==> config.mk <==
export PLATFORM = sky130hd
export DESIGN_NAME = uart_tx_fc
export DESIGN_NICKNAME = d
export VERILOG_FILES = /design/src/rtl/uart_tx_fc.sv
export SDC_FILE = /design/constraint.sdc
export NUM_CORES = 1
export LEC_CHECK = 0
export CAP_MARGIN = 10
export CORE_MARGIN = 5
export CORE_UTILIZATION = 55
export DETAILED_ROUTE_END_ITERATION = 10
export GPL_TIMING_DRIVEN = 0
export PLACE_DENSITY_LB_ADDON = 0.08
export SYNTH_ARGS = -nofsm -noshare
export SYNTH_HDL_FRONTEND = slang
export SYNTH_SLANG_ARGS = --single-unit
==> constraint.sdc <==
create_clock -name clk_i -period 4 [get_ports clk_i]
set_clock_uncertainty 0.2 [all_clocks]
set_input_delay 0.8 -clock clk_i [delete_from_list [all_inputs] [get_ports clk_i]]
set_output_delay 0.8 -clock clk_i [all_outputs]
set_load 0.1 [all_outputs]
==> src/rtl/uart_tx_fc.sv <==
// UART transmitter with peer RTS flow control: start bit, LSB-first payload, one stop bit.
// Define UART_TX_PARITY_EN to insert an even-parity bit between the payload and the stop bit.
module uart_tx_fc #(
    parameter int unsigned ClkFreqHz = 25000000,
    parameter int unsigned BaudRate  = 115200,
    parameter int unsigned DataWidth = 8
) (
    input  logic                 clk_i,
    input  logic                 rst_i,
    input  logic                 valid_i,
    output logic                 ready_o,
    input  logic [DataWidth-1:0] data_i,
    input  logic                 peer_rts_i,
    output logic                 tx_serial_o,
    output logic                 busy_o
);

    localparam int unsigned ClksPerBit = ClkFreqHz / BaudRate;
    localparam int unsigned BaudW      = (ClksPerBit > 1) ? $clog2(ClksPerBit) : 1;
    localparam int unsigned BitW       = (DataWidth > 1) ? $clog2(DataWidth) : 1;
    localparam logic [BaudW-1:0] BaudLast = BaudW'(ClksPerBit - 1);
    localparam logic [BitW-1:0]  BitLast  = BitW'(DataWidth - 1);

    generate
        if (ClksPerBit < 2) begin : g_bad_baud
            $error("uart_tx_fc: ClkFreqHz/BaudRate must be at least 2");
        end
    endgenerate

    typedef enum logic [2:0] {
        StIdle,
        StStart,
        StData,
`ifdef UART_TX_PARITY_EN
        StParity,
`endif
        StStop
    } state_e;

    state_e                 state_q, state_d;
    logic [BaudW-1:0]       baud_q, baud_d;
    logic [BitW-1:0]        bit_q, bit_d;
    logic [DataWidth-1:0]   shift_q, shift_d;
    logic                   tx_q, tx_d;
    logic                   busy_q, busy_d;
    logic                   rts_meta_q, rts_q;
    logic                   bit_end;
`ifdef UART_TX_PARITY_EN
    logic                   parity_q, parity_d;
`endif

    assign ready_o     = (state_q == StIdle) && !rts_q;
    assign tx_serial_o = tx_q;
    assign busy_o      = busy_q;
    assign bit_end     = (baud_q == BaudLast);

    always_comb begin
        state_d = state_q;
        baud_d  = baud_q;
        bit_d   = bit_q;
        shift_d = shift_q;
        tx_d    = tx_q;
`ifdef UART_TX_PARITY_EN
        parity_d = parity_q;
`endif
        if (state_q != StIdle) begin
            baud_d = bit_end ? '0 : baud_q + 1'b1;
        end
        case (state_q)
            StIdle: begin
                tx_d = 1'b1;
                if (valid_i && ready_o) begin
                    shift_d = data_i;
                    state_d = StStart;
                    tx_d    = 1'b0;
                    baud_d  = '0;
                    bit_d   = '0;
`ifdef UART_TX_PARITY_EN
                    parity_d = ^data_i;
`endif
                end
            end
            StStart: begin
                if (bit_end) begin
                    state_d = StData;
                    tx_d    = shift_q[0];
                end
            end
            StData: begin
                if (bit_end) begin
                    if (bit_q == BitLast) begin
`ifdef UART_TX_PARITY_EN
                        state_d = StParity;
                        tx_d    = parity_q;
`else
                        state_d = StStop;
                        tx_d    = 1'b1;
`endif
                    end else begin
                        bit_d   = bit_q + 1'b1;
                        shift_d = shift_q >> 1;
                        tx_d    = shift_d[0];
                    end
                end
            end
`ifdef UART_TX_PARITY_EN
            StParity: begin
                if (bit_end) begin
                    state_d = StStop;
                    tx_d    = 1'b1;
                end
            end
`endif
            StStop: begin
                if (bit_end) begin
                    state_d = StIdle;
                end
            end
            default: begin
                state_d = StIdle;
                tx_d    = 1'b1;
            end
        endcase
        busy_d = (state_d != StIdle);
    end

    // Synchronizer resets to "hold" so nothing is accepted until the peer is seen idle.
    always_ff @(posedge clk_i or posedge rst_i) begin
        if (rst_i) begin
            state_q    <= StIdle;
            baud_q     <= '0;
            bit_q      <= '0;
            shift_q    <= '0;
            tx_q       <= 1'b1;
            busy_q     <= 1'b0;
            rts_meta_q <= 1'b1;
            rts_q      <= 1'b1;
`ifdef UART_TX_PARITY_EN
            parity_q   <= 1'b0;
`endif
        end else begin
            state_q    <= state_d;
            baud_q     <= baud_d;
            bit_q      <= bit_d;
            shift_q    <= shift_d;
            tx_q       <= tx_d;
            busy_q     <= busy_d;
            rts_meta_q <= peer_rts_i;
            rts_q      <= rts_meta_q;
`ifdef UART_TX_PARITY_EN
            parity_q   <= parity_d;
`endif
        end
    end

endmodule

==> impl_metrics.csv <==
group,metric,value,unit
setup_path,slowest_delay,1.14,ns
global_routing,busiest_layer,"met2",
clock_tree,hold_buffers,0,
sta,holdWs,0.166,ns
route,vias,973,
global_routing,grtUsageTotal,17.0,%
global_routing,gr-total-overflow,0,
final_layout,multi_input_area,686,um^2
final_layout,seqCellArea,654,um^2
setup_path,criticalPathCategory,"register to primary output",
global_routing,grt_util_met2,26.9,%
global_routing,grt_pass1_vias,1004,
clock_tree,clk_latency,0.31,ns
sta,timing.setup.tns,0,ns
die,initial_core_util,56.9,%
setup_path,r2r_cells,7,
setup_path,cp.buffers_inverters,3,
die,die_width,60.2,um
setup_path,crit_chain,"buf_2 -> or3_1 -> clkbuf_1 -> nor2_1 -> clkdlybuf4s50_1",
yosys,syn_area,1380,um^2
setup_path,cp.required,3.00,ns
setup_path,crit_arrival,2.75,ns
die,dieArea,3620,um^2
yosys,synth_area_per_cell,11.4,um^2
route,drt_pre_antenna_iters,4,
flow_run,cap_viol_max_count,0,
sta,worst_slew_pin_slew,0.990,ns
route,routed_via_density,5.76,
yosys,yosysWarnings,0,
die,fp-row-count,18,
sta,relSlewSlack,33.9,%
power_and_ir_drop,powerDensity,389,nW/um^2
clock_tree,cts_sinks,26,
final_layout,drive_above_1_share,18.0,%
setup_path,reg2reg_to,"shift_q[5]$_DFFE_PP0P_",
placement,place.gp.congestion,0.834,
global_routing,use_met1,23.3,%
die,fp.dieH,60.2,um
setup_path,setup.worst_path.start,"state_q[1]$_DFF_PP0_",
yosys,synth_fp_nets,137,
clock_tree,ctsResizeCount,0,
hold_path,min_from,"rts_meta_q$_DFF_PP1_",
yosys,synth_top_area_share,41.6,%
route,drc,0,
sta,finalSetupViolations,0,
sta,final.min_clock_period,3.75,ns
clock_tree,htreeDepth,1,
route,antenna_left,0,
setup_path,start_kind,"register",
clock_tree,cts_buffers,3,
sta,drv_slew,0,
yosys,ys_ff_latch,26,
clock_tree,clk_pin_slew,0.13,ns
clock_tree,cts_tree,"yes",
setup_path,crit_family,"buffers and inverters",
placement,place.port_buffers,14,
final_layout,fillerInstances,195,
yosys,synth_edf_count,0,
route,wirelength,2610,um
clock_tree,clock_path_buffers,2,
die,ios,15,
placement,dpl.hpwl,1870,um
die,coreArea,2430,um^2
setup_path,setup.worst_path.end_class,"primary output",
yosys,synth-main-ff-cell,"dfrtp_1",
hold_path,hold_depth,0,
sta,rsz0062_at_grt,"no",
power_and_ir_drop,irDropWorstVdd,0.000348,V
yosys,netlist_instances,121,
setup_path,cp_max_fo,10,
hold_path,whs_endpoint,"rts_q$_DFF_PP1_",
yosys,async_reset_ff_share,100,%
clock_tree,post_cts_buffers,0,
global_routing,grt_pass1_wl,4570,um
route,drt-initial-drc-count,53,
power_and_ir_drop,leakage,0.751,nW
clock_tree,cts_root_buffer,"clkbuf_4",
setup_path,critPathSlowestCell,"clkdlybuf4s50_1",
setup_path,reg2reg_slack,1.83,ns
final_layout,diodes,0,
sta,post-route-period-util,93.7,%
final_layout,layout.nets,156,
yosys,yosysSeqAreaShare,47.3,%
yosys,yosysTopAreaCell,"dfrtp_1",
yosys,ys_top_cells_by_area,"dfrtp_1 (42%), mux2_4 (9.8%), dfstp_2 (5.7%)",
final_layout,fin_util,65.3,%
global_routing,met3_usage,2.59,%
hold_path,hold_class,"register to register",
final_layout,syn_to_final_growth,14.7,%
route,wire_per_inst,15.4,um
global_routing,grt_start_max_net_pins,27,
sta,hold_viol,0,
yosys,synth_cell_types,40,
global_routing,antenna_found_initial,0,
run_status,outcome,"finished, final reports clean",
setup_path,r2r-start,"bit_q[0]$_DFFE_PP0P_",
sta,max_freq,267,MHz
[cells in the mapped netlist (all sizes together), types with 3 or more instances]
cell type	n
nor3	3
and3	7
ha	4
a21oi	5
nand3	3
buf	3
inv	5
a31oi	8
nor2	6
nand2	11
dfrtp	23
dfstp	3
mux2	17
nand2b	5
[through the flow]
step | power, W | instance area [um^2] | setup slack, ns | cells
floorplan | 0.000463 | 1380 | 0.700 | 121
global placement | 0.000500 | 1560 | 0.637 | 165
detailed placement | 0.000508 | 1560 | 0.605 | 165
CTS | 0.000625 | 1590 | 0.223 | 169
global route | 0.000660 | 1590 | 0.102 | 169
finish | 0.000618 | 1590 | 0.252 | 169
[registers in the layout (all words and copies together) (netlist names)]
register,count
baud_q,8
shift_q,8
bit_q,3
state_q,3
busy_o,1
rts_meta_q,1
rts_q,1
tx_serial_o,1
[power breakdown]
| part | switching (W) | leakage (nW) | internal, W |
|---|---|---|---|
| Combinational | 0.0000721 | 0.413 | 0.0000760 |
| Clock | 0.0000746 | 0.0150 | 0.0000389 |
| Sequential | 0.0000453 | 0.324 | 0.000311 |
[cell type report]
cell class / instances / share of cell area (%)
Sequential cell: 26 / 41.2
Clock buffer: 4 / 1.65
Tap cell: 30 / 2.36
Timing Repair Buffer: 14 / 8.83
Buffer: 4 / 1.58
Inverter: 5 / 1.18
Multi-Input combinational cell: 86 / 43.2
[worst register-to-register path, delay by kind of cell, from the launching register on]
| kind | cells | cell delay, ns |
|---|---|---|
| flip-flops | 1 | 0.43 |
| buffers and inverters | 1 | 0.20 |
| adder cells (fa/ha/maj) | 2 | 0.43 |
| AO/OA/AOI/OAI | 1 | 0.14 |
| multiplexers | 1 | 0.32 |
| AND/OR/NAND/NOR | 2 | 0.36 |
[placed cells by master (no fill, tap or decap), drive strengths merged]
| cell | count |
|---|---|
| xor2 | 1 |
| nor3 | 3 |
| buf | 3 |
| and4bb | 1 |
| a311oi | 1 |
| o21ai | 1 |
| o22ai | 1 |
| nor3b | 1 |
| a311o | 1 |
| nand3 | 3 |
| maj3 | 1 |
| nand2b | 5 |
| a41oi | 1 |
| and3 | 7 |
| nor2b | 1 |
| o21a | 1 |
| nor2 | 6 |
| dfstp | 3 |
| or3 | 1 |
| a21oi | 5 |
| a41o | 1 |
| nand2 | 11 |
| conb | 1 |
| inv | 5 |
| dfrtp | 23 |
| a2bb2oi | 1 |
| mux2 | 17 |
| clkbuf | 5 |
| mux2i | 1 |
| a31oi | 8 |
| and2 | 1 |
| ha | 4 |
| clkdlybuf4s50 | 14 |
[worst max-delay path by stage]
stage / to / slack, ns / cells after the start
finish: ready_o / 0.25 / 5
global route: ready_o / 0.10 / 5
CTS: ready_o / 0.22 / 5
detailed placement: ready_o / 0.61 / 5
global placement: ready_o / 0.64 / 5
floorplan: ready_o / 0.70 / 4
[routing by layer]
metal	routed length (um)	up-vias
li1	-	473
met1	1240	471
met2	1250	27
met3	103	2
met4	20	0
met5	0	-
[cells by family after synthesis]
kind of cell | share of synthesized area, %
simple gates | 16.5
flops | 47.3
compound gates | 10.9
mux | 17.0
buf+inv | 3.16
fa+ha+maj | 4.34
other cells | 0.271
xor+xnor | 0.633
Power figures use the tool's default switching activity.
